$ cat config.mk
export PLATFORM = sky130hd
export DESIGN_NAME = keypad_scanner
export DESIGN_NICKNAME = d
export VERILOG_FILES = /design/src/rtl/keypad_scanner.sv
export SDC_FILE = /design/constraint.sdc
export NUM_CORES = 1
export LEC_CHECK = 0
export BUFFER_PORTS_ARGS = -buffer_cell sky130_fd_sc_hd__buf_2
export CORE_MARGIN = 2
export CORE_UTILIZATION = 60
export DETAILED_ROUTE_END_ITERATION = 16
export PLACE_DENSITY = 0.79
export SLEW_MARGIN = 0
export SYNTH_ARGS = -nofsm -noshare
export SYNTH_HDL_FRONTEND = slang
export SYNTH_SLANG_ARGS = --single-unit
$ cat constraint.sdc
create_clock -name clock -period 6.2 [get_ports clock]
set_input_delay 1.24 -clock clock [delete_from_list [all_inputs] [get_ports clock]]
set_output_delay 1.24 -clock clock [all_outputs]
set_load 0.005 [all_outputs]
$ cat src/rtl/keypad_scanner.sv
// rtl/keypad_scanner.sv - 5x4 matrix keypad scanner with row synchroniser and debounce
// Emits one registered newkey pulse and keycode {col, row} per accepted press.
module keypad_scanner #(
  parameter int SCAN_DIV = 1000,
  parameter int DEBOUNCE = 16
) (
  input  logic       clock,
  input  logic       reset,
  input  logic [3:0] row,
  output logic [4:0] col,
  output logic       newkey,
  output logic [4:0] keycode
);

  localparam int DW = $clog2(SCAN_DIV);
  localparam int CW = $clog2(DEBOUNCE + 1);
  localparam logic [DW-1:0] DWELL_LAST = DW'(SCAN_DIV - 1);
  localparam logic [CW-1:0] CNT_MAX    = CW'(DEBOUNCE);

  typedef enum logic [1:0] {
    ST_SCAN     = 2'd0,
    ST_DEBOUNCE = 2'd1,
    ST_HELD     = 2'd2
  } state_t;

  state_t          state_q, state_d;
  logic [3:0]      row_meta_q, row_meta_d;
  logic [3:0]      row_sync_q, row_sync_d;
  logic [DW-1:0]   dwell_q, dwell_d;
  logic [2:0]      col_idx_q, col_idx_d;
  logic [4:0]      col_q, col_d;
  logic [2:0]      cand_col_q, cand_col_d;
  logic [1:0]      cand_row_q, cand_row_d;
  logic [CW-1:0]   match_q, match_d;
  logic [CW-1:0]   rel_q, rel_d;
  logic            newkey_q, newkey_d;
  logic [4:0]      keycode_q, keycode_d;

  logic            strobe;
  logic [2:0]      zero_cnt;
  logic [1:0]      hit_row;
  logic            single;
  logic            none;
  logic            advance;
  logic [CW-1:0]   match_inc;
  logic [CW-1:0]   rel_inc;

  // Row sample classification on the synchronised returns
  always_comb begin
    zero_cnt = 3'd0;
    hit_row  = 2'd0;
    for (int i = 0; i < 4; i++) begin
      if (!row_sync_q[i]) begin
        zero_cnt = zero_cnt + 3'd1;
        hit_row  = 2'(i);
      end
    end
    single = (zero_cnt == 3'd1);
    none   = (zero_cnt == 3'd0);
  end

  assign strobe    = (dwell_q == DWELL_LAST);
  assign match_inc = match_q + 1'b1;
  assign rel_inc   = rel_q + 1'b1;

  always_comb begin
    row_meta_d = row;
    row_sync_d = row_meta_q;
    dwell_d    = strobe ? '0 : dwell_q + 1'b1;
    state_d    = state_q;
    cand_col_d = cand_col_q;
    cand_row_d = cand_row_q;
    match_d    = match_q;
    rel_d      = rel_q;
    newkey_d   = 1'b0;
    keycode_d  = keycode_q;
    advance    = 1'b0;

    if (strobe) begin
      case (state_q)
        ST_SCAN: begin
          if (single) begin
            cand_col_d = col_idx_q;
            cand_row_d = hit_row;
            if (DEBOUNCE == 1) begin
              state_d   = ST_HELD;
              match_d   = CNT_MAX;
              rel_d     = '0;
              newkey_d  = 1'b1;
              keycode_d = {col_idx_q, hit_row};
            end else begin
              state_d = ST_DEBOUNCE;
              match_d = CW'(1);
            end
          end else begin
            advance = 1'b1;
          end
        end
        ST_DEBOUNCE: begin
          if (single && (hit_row == cand_row_q)) begin
            match_d = match_inc;
            if (match_inc >= CNT_MAX) begin
              state_d   = ST_HELD;
              match_d   = CNT_MAX;
              rel_d     = '0;
              newkey_d  = 1'b1;
              keycode_d = {cand_col_q, cand_row_q};
            end
          end else begin
            match_d = '0;
            state_d = ST_SCAN;
            advance = 1'b1;
          end
        end
        ST_HELD: begin
          // Only a run of empty samples releases; anything else restarts the run
          if (none) begin
            if (rel_inc >= CNT_MAX) begin
              state_d = ST_SCAN;
              rel_d   = '0;
              match_d = '0;
              advance = 1'b1;
            end else begin
              rel_d = rel_inc;
            end
          end else begin
            rel_d = '0;
          end
        end
        default: begin
          state_d = ST_SCAN;
          match_d = '0;
          rel_d   = '0;
        end
      endcase
    end

    col_idx_d = col_idx_q;
    if (advance) begin
      col_idx_d = (col_idx_q == 3'd4) ? 3'd0 : col_idx_q + 3'd1;
    end
    col_d = ~(5'b00001 << col_idx_d);
  end

  always_ff @(posedge clock or negedge reset) begin
    if (!reset) begin
      state_q    <= ST_SCAN;
      row_meta_q <= 4'hF;
      row_sync_q <= 4'hF;
      dwell_q    <= '0;
      col_idx_q  <= 3'd0;
      col_q      <= 5'b11110;
      cand_col_q <= 3'd0;
      cand_row_q <= 2'd0;
      match_q    <= '0;
      rel_q      <= '0;
      newkey_q   <= 1'b0;
      keycode_q  <= 5'd0;
    end else begin
      state_q    <= state_d;
      row_meta_q <= row_meta_d;
      row_sync_q <= row_sync_d;
      dwell_q    <= dwell_d;
      col_idx_q  <= col_idx_d;
      col_q      <= col_d;
      cand_col_q <= cand_col_d;
      cand_row_q <= cand_row_d;
      match_q    <= match_d;
      rel_q      <= rel_d;
      newkey_q   <= newkey_d;
      keycode_q  <= keycode_d;
    end
  end

  assign col     = col_q;
  assign newkey  = newkey_q;
  assign keycode = keycode_q;

endmodule

==> flow_metrics.env <==
export IMPL_status="complete, no violations"
export IMPL_drc_errors=0
export IMPL_endpoint_kind="flip-flop"
export IMPL_synth_flop_cell="dfrtp_1"
export IMPL_fin_nets=265
export IMPL_syn2layout_area_growth_pct=7.51
export IMPL_async_flop_share_pct=100
export IMPL_netSwitchingPower_uw=130
export IMPL_syn_inst=239
export IMPL_synth_top_family_by_area="simple AND/OR/NAND/NOR gates"
export IMPL_setup_slack_ns=2.78
export IMPL_ys_top_cells_by_area="dfrtp_1 (37%), dfstp_2 (13%), mux2_2 (4.9%), ha_1 (4.0%), nor2_1 (3.1%)"
export IMPL_final_setup_skew_ns=0.0114
export IMPL_crit_type="flip-flop to flip-flop"
export IMPL_yosys_cell_types_count=52
export IMPL_power_frac_seq_pct=55.8
export IMPL_synth_seq_cells=49
export IMPL_placedCellCount=294
export IMPL_final_cell_count_no_fill=302
export IMPL_synthMostInstantiatedCell="dfrtp_1"
export IMPL_peakVddDrop_v=0.000174
export IMPL_vias=1764
export IMPL_die_area_sq_um=4730
export IMPL_cts_buffers=5
export IMPL_synth_edf_count=0
export IMPL_gr_total_overflow=0
export IMPL_finalSetupViolCount=0
export IMPL_antenna_found_initial=0
export IMPL_cts_sinks=49
export IMPL_maxCapViolCount=0
export IMPL_path_buf_inv=1
export IMPL_cts_tree="built"
export IMPL_yosysWarningCount=0
export IMPL_synth_common_cells="dfrtp_1 (37), nor2_1 (21), nand2_1 (19), inv_1 (15)"
export IMPL_gp_congestion=0.821
export IMPL_post_cts_buffers=0
export IMPL_seqCellArea_sq_um=1240
export IMPL_hold_viol_final=0
export IMPL_p_comb_share_pct=6.2
export IMPL_cts_root_buffer="clkbuf_8"
export IMPL_synthXorXnorAreaFrac_pct=4.38
export IMPL_crit_chain="inv_1 -> ha_1 -> xnor2_1 -> ha_1 -> a211o_1 -> or2_1 -> or4_1 -> o41ai_1"
export IMPL_dr_pass1_iters=4
export IMPL_cts_repair_resized=0
export IMPL_synth_compound_area_share_pct=12.7
export IMPL_min_period_ns=3.42
export IMPL_clk_pin_slew_ns=0.09
export IMPL_synth_simple_area_share_pct=18.2
export IMPL_path_delay_family="simple AND/OR/NAND/NOR gates"
export IMPL_grt_pass1_wl_mm=7.52
export IMPL_slew_violations=0
export IMPL_critPathArrivalTime_ns=3.59
export IMPL_total_power_uw=588
export IMPL_rsz0062_at_grt="no"
export IMPL_slew_headroom_pct=31.3
export IMPL_antenna_left=0
export IMPL_initialDrtViolationCount=77
export IMPL_drive_gt1_share_pct=21.4
export IMPL_num_antenna_cells=0
export IMPL_synth_adder_area_share_pct=3.98
export IMPL_clockBufferDepth=2
export IMPL_synth_top_area_cell="dfrtp_1"
export IMPL_dp_slack_ns=2.81
export IMPL_pin_count=17
export IMPL_highest_layer="met4"
export IMPL_cp_max_fo=7
export IMPL_die_x_um=68.8
export IMPL_synth_top_area_share_pct=36.8
export IMPL_dr_wl_met3_um=98
export IMPL_slowest_stage="or4_1"
export IMPL_worstPathRequired_ns=6.37
export IMPL_multi_input_area_sq_um=1150
export IMPL_wl_per_cell_um=14.6
export IMPL_io_buffers=16
export IMPL_routed_wl_mm=4.42
export IMPL_power_share_switching_pct=22.1
export IMPL_vias_per_cell=5.84
export IMPL_dr_wl_met2_mm=2.19
export IMPL_p_leak_uw=0.00125
export IMPL_synth_nets=253
export IMPL_dp_hpwl_mm=3.23
export IMPL_max_stage_delay_ns=0.71
export IMPL_startpoint_type="flip-flop"
export IMPL_fp_coreArea_sq_um=4030
export IMPL_htreeDepth=2
export IMPL_grt_pass1_vias=1617
export IMPL_m1WireLength_mm=2.09
export IMPL_internal_power_uw=458
export IMPL_cts_hold_buf=0
export IMPL_grt_usage_pct=21.5
export IMPL_crit_top_cell="ha_1"
export IMPL_start_util_pct=62.5
export IMPL_clkPwrFrac_pct=38.0
export IMPL_fmax_mhz=292
export IMPL_grt_max_degree=50
export IMPL_syn_area_sq_um=2520
export IMPL_row_count=23
export IMPL_ys_seq_area_share_pct=49.3
export IMPL_fin_tns_setup_ns=0
export IMPL_synth_area_mux_share_pct=6.51
export IMPL_syn_area_per_cell_sq_um=10.5
export IMPL_num_fill_cells=310
export IMPL_post_route_period_util_pct=55.2
export IMPL_pwr_density_cell_nw_per_um2=217
export IMPL_max_slew_worst_pin_slew_ns=1.03
export IMPL_insertion_delay_ns=0.30
export IMPL_fp_dieH_um=68.8
export IMPL_worstHoldPathType="flip-flop to flip-flop"
## cell families (layout without fill, tap and decap cells)
kind of cell	Yosys count	in the layout
AOI/OAI and AO/OA	46	46
muxes	15	15
adders and majority gates	8	8
and+or+nand+nor	84	84
xor gates and xnor gates	11	11
buffers and inverters	26	39
DFF	49	49
## per-layer routing
layer	global-route usage (%)	vias to the layer above
met2	35.0	20
met1	29.1	854
met5	0	-
li1	-	885
met3	4.87	5
met4	5.88	0
## area by class of cell
cell class | count | area share, %
Sequential cell | 49 | 45.9
Multi-Input combinational cell | 164 | 42.6
Inverter | 15 | 2.08
Clock inverter | 3 | 1.62
Clock buffer | 5 | 2.54
Tap cell | 50 | 2.31
Timing Repair Buffer | 16 | 2.96
## path summary, 6_finish.rpt
check	start	end	slack, ns	cells after the start
max in group asynchronous	reset	match_q[3]	4.44	1
setup / recovery	row_sync_q[1]	match_q[1]	2.78	8
min in group asynchronous	reset	dwell_q[3]	1.12	1
hold reg to reg	row_meta_q[1]	row_sync_q[1]	0.36	0
hold / removal	row_meta_q[1]	row_sync_q[1]	0.36	0
setup reg to reg	row_sync_q[1]	match_q[1]	2.78	8
## power groups by stage
stage | Sequential (uW) | Clock (uW) | Combinational (uW)
finish | 328 | 223 | 36.6
global route | 328 | 241 | 40.9
CTS | 328 | 229 | 36.7
detailed placement | 334 | 0 | 36.7
global placement | 333 | 0 | 35.5
floorplan | 331 | 0 | 29.9
## placed cells by master (no fill, tap or decap), types with 3 or more instances in the layout
master and instances:
o21ai_0 7, nor3b_1 3, a21o_1 4, dfrtp_1 37, mux2_2 11, nor2_1 21
nand3_1 12, nor4_1 3, nand2_1 19, xor2_1 4, ha_1 8, mux2i_1 4
clkbuf_8 5, xnor2_1 6, nor4_2 3, and2_1 3, a31oi_1 4, inv_1 15
buf_2 16, nor3_1 5, a211o_1 3, o41ai_1 3, dfstp_2 12, a21oi_1 8
## worst register-to-register path, cell delays in order, from the launching register on
cell	delay (ns)
dfstp_2	0.57
inv_1	0.05
ha_1	0.34
xnor2_1	0.31
ha_1	0.29
a211o_1	0.33
or2_1	0.31
or4_1	0.71
o41ai_1	0.39
## flip-flops by register name, summed over array words and instances (netlist names)
name        flops
dwell_q        10
state_q         2
cand_col_q      3
row_meta_q      4
match_q         5
newkey          1
col_idx_q       3
col             5
cand_row_q      2
keycode         5
row_sync_q      4
rel_q           5
## through the flow
stage | instance area [sq um] | util, % | hold WS, ns
global placement | 2590 | 64.3 | 0.346
global route | 2710 | 67.1 | 0.367
floorplan | 2520 | - | 0.345
CTS | 2710 | 67.1 | 0.361
detailed placement | 2590 | 64.3 | 0.348
finish | 2710 | 67.1 | 0.360
Power figures use the tool's default switching activity.
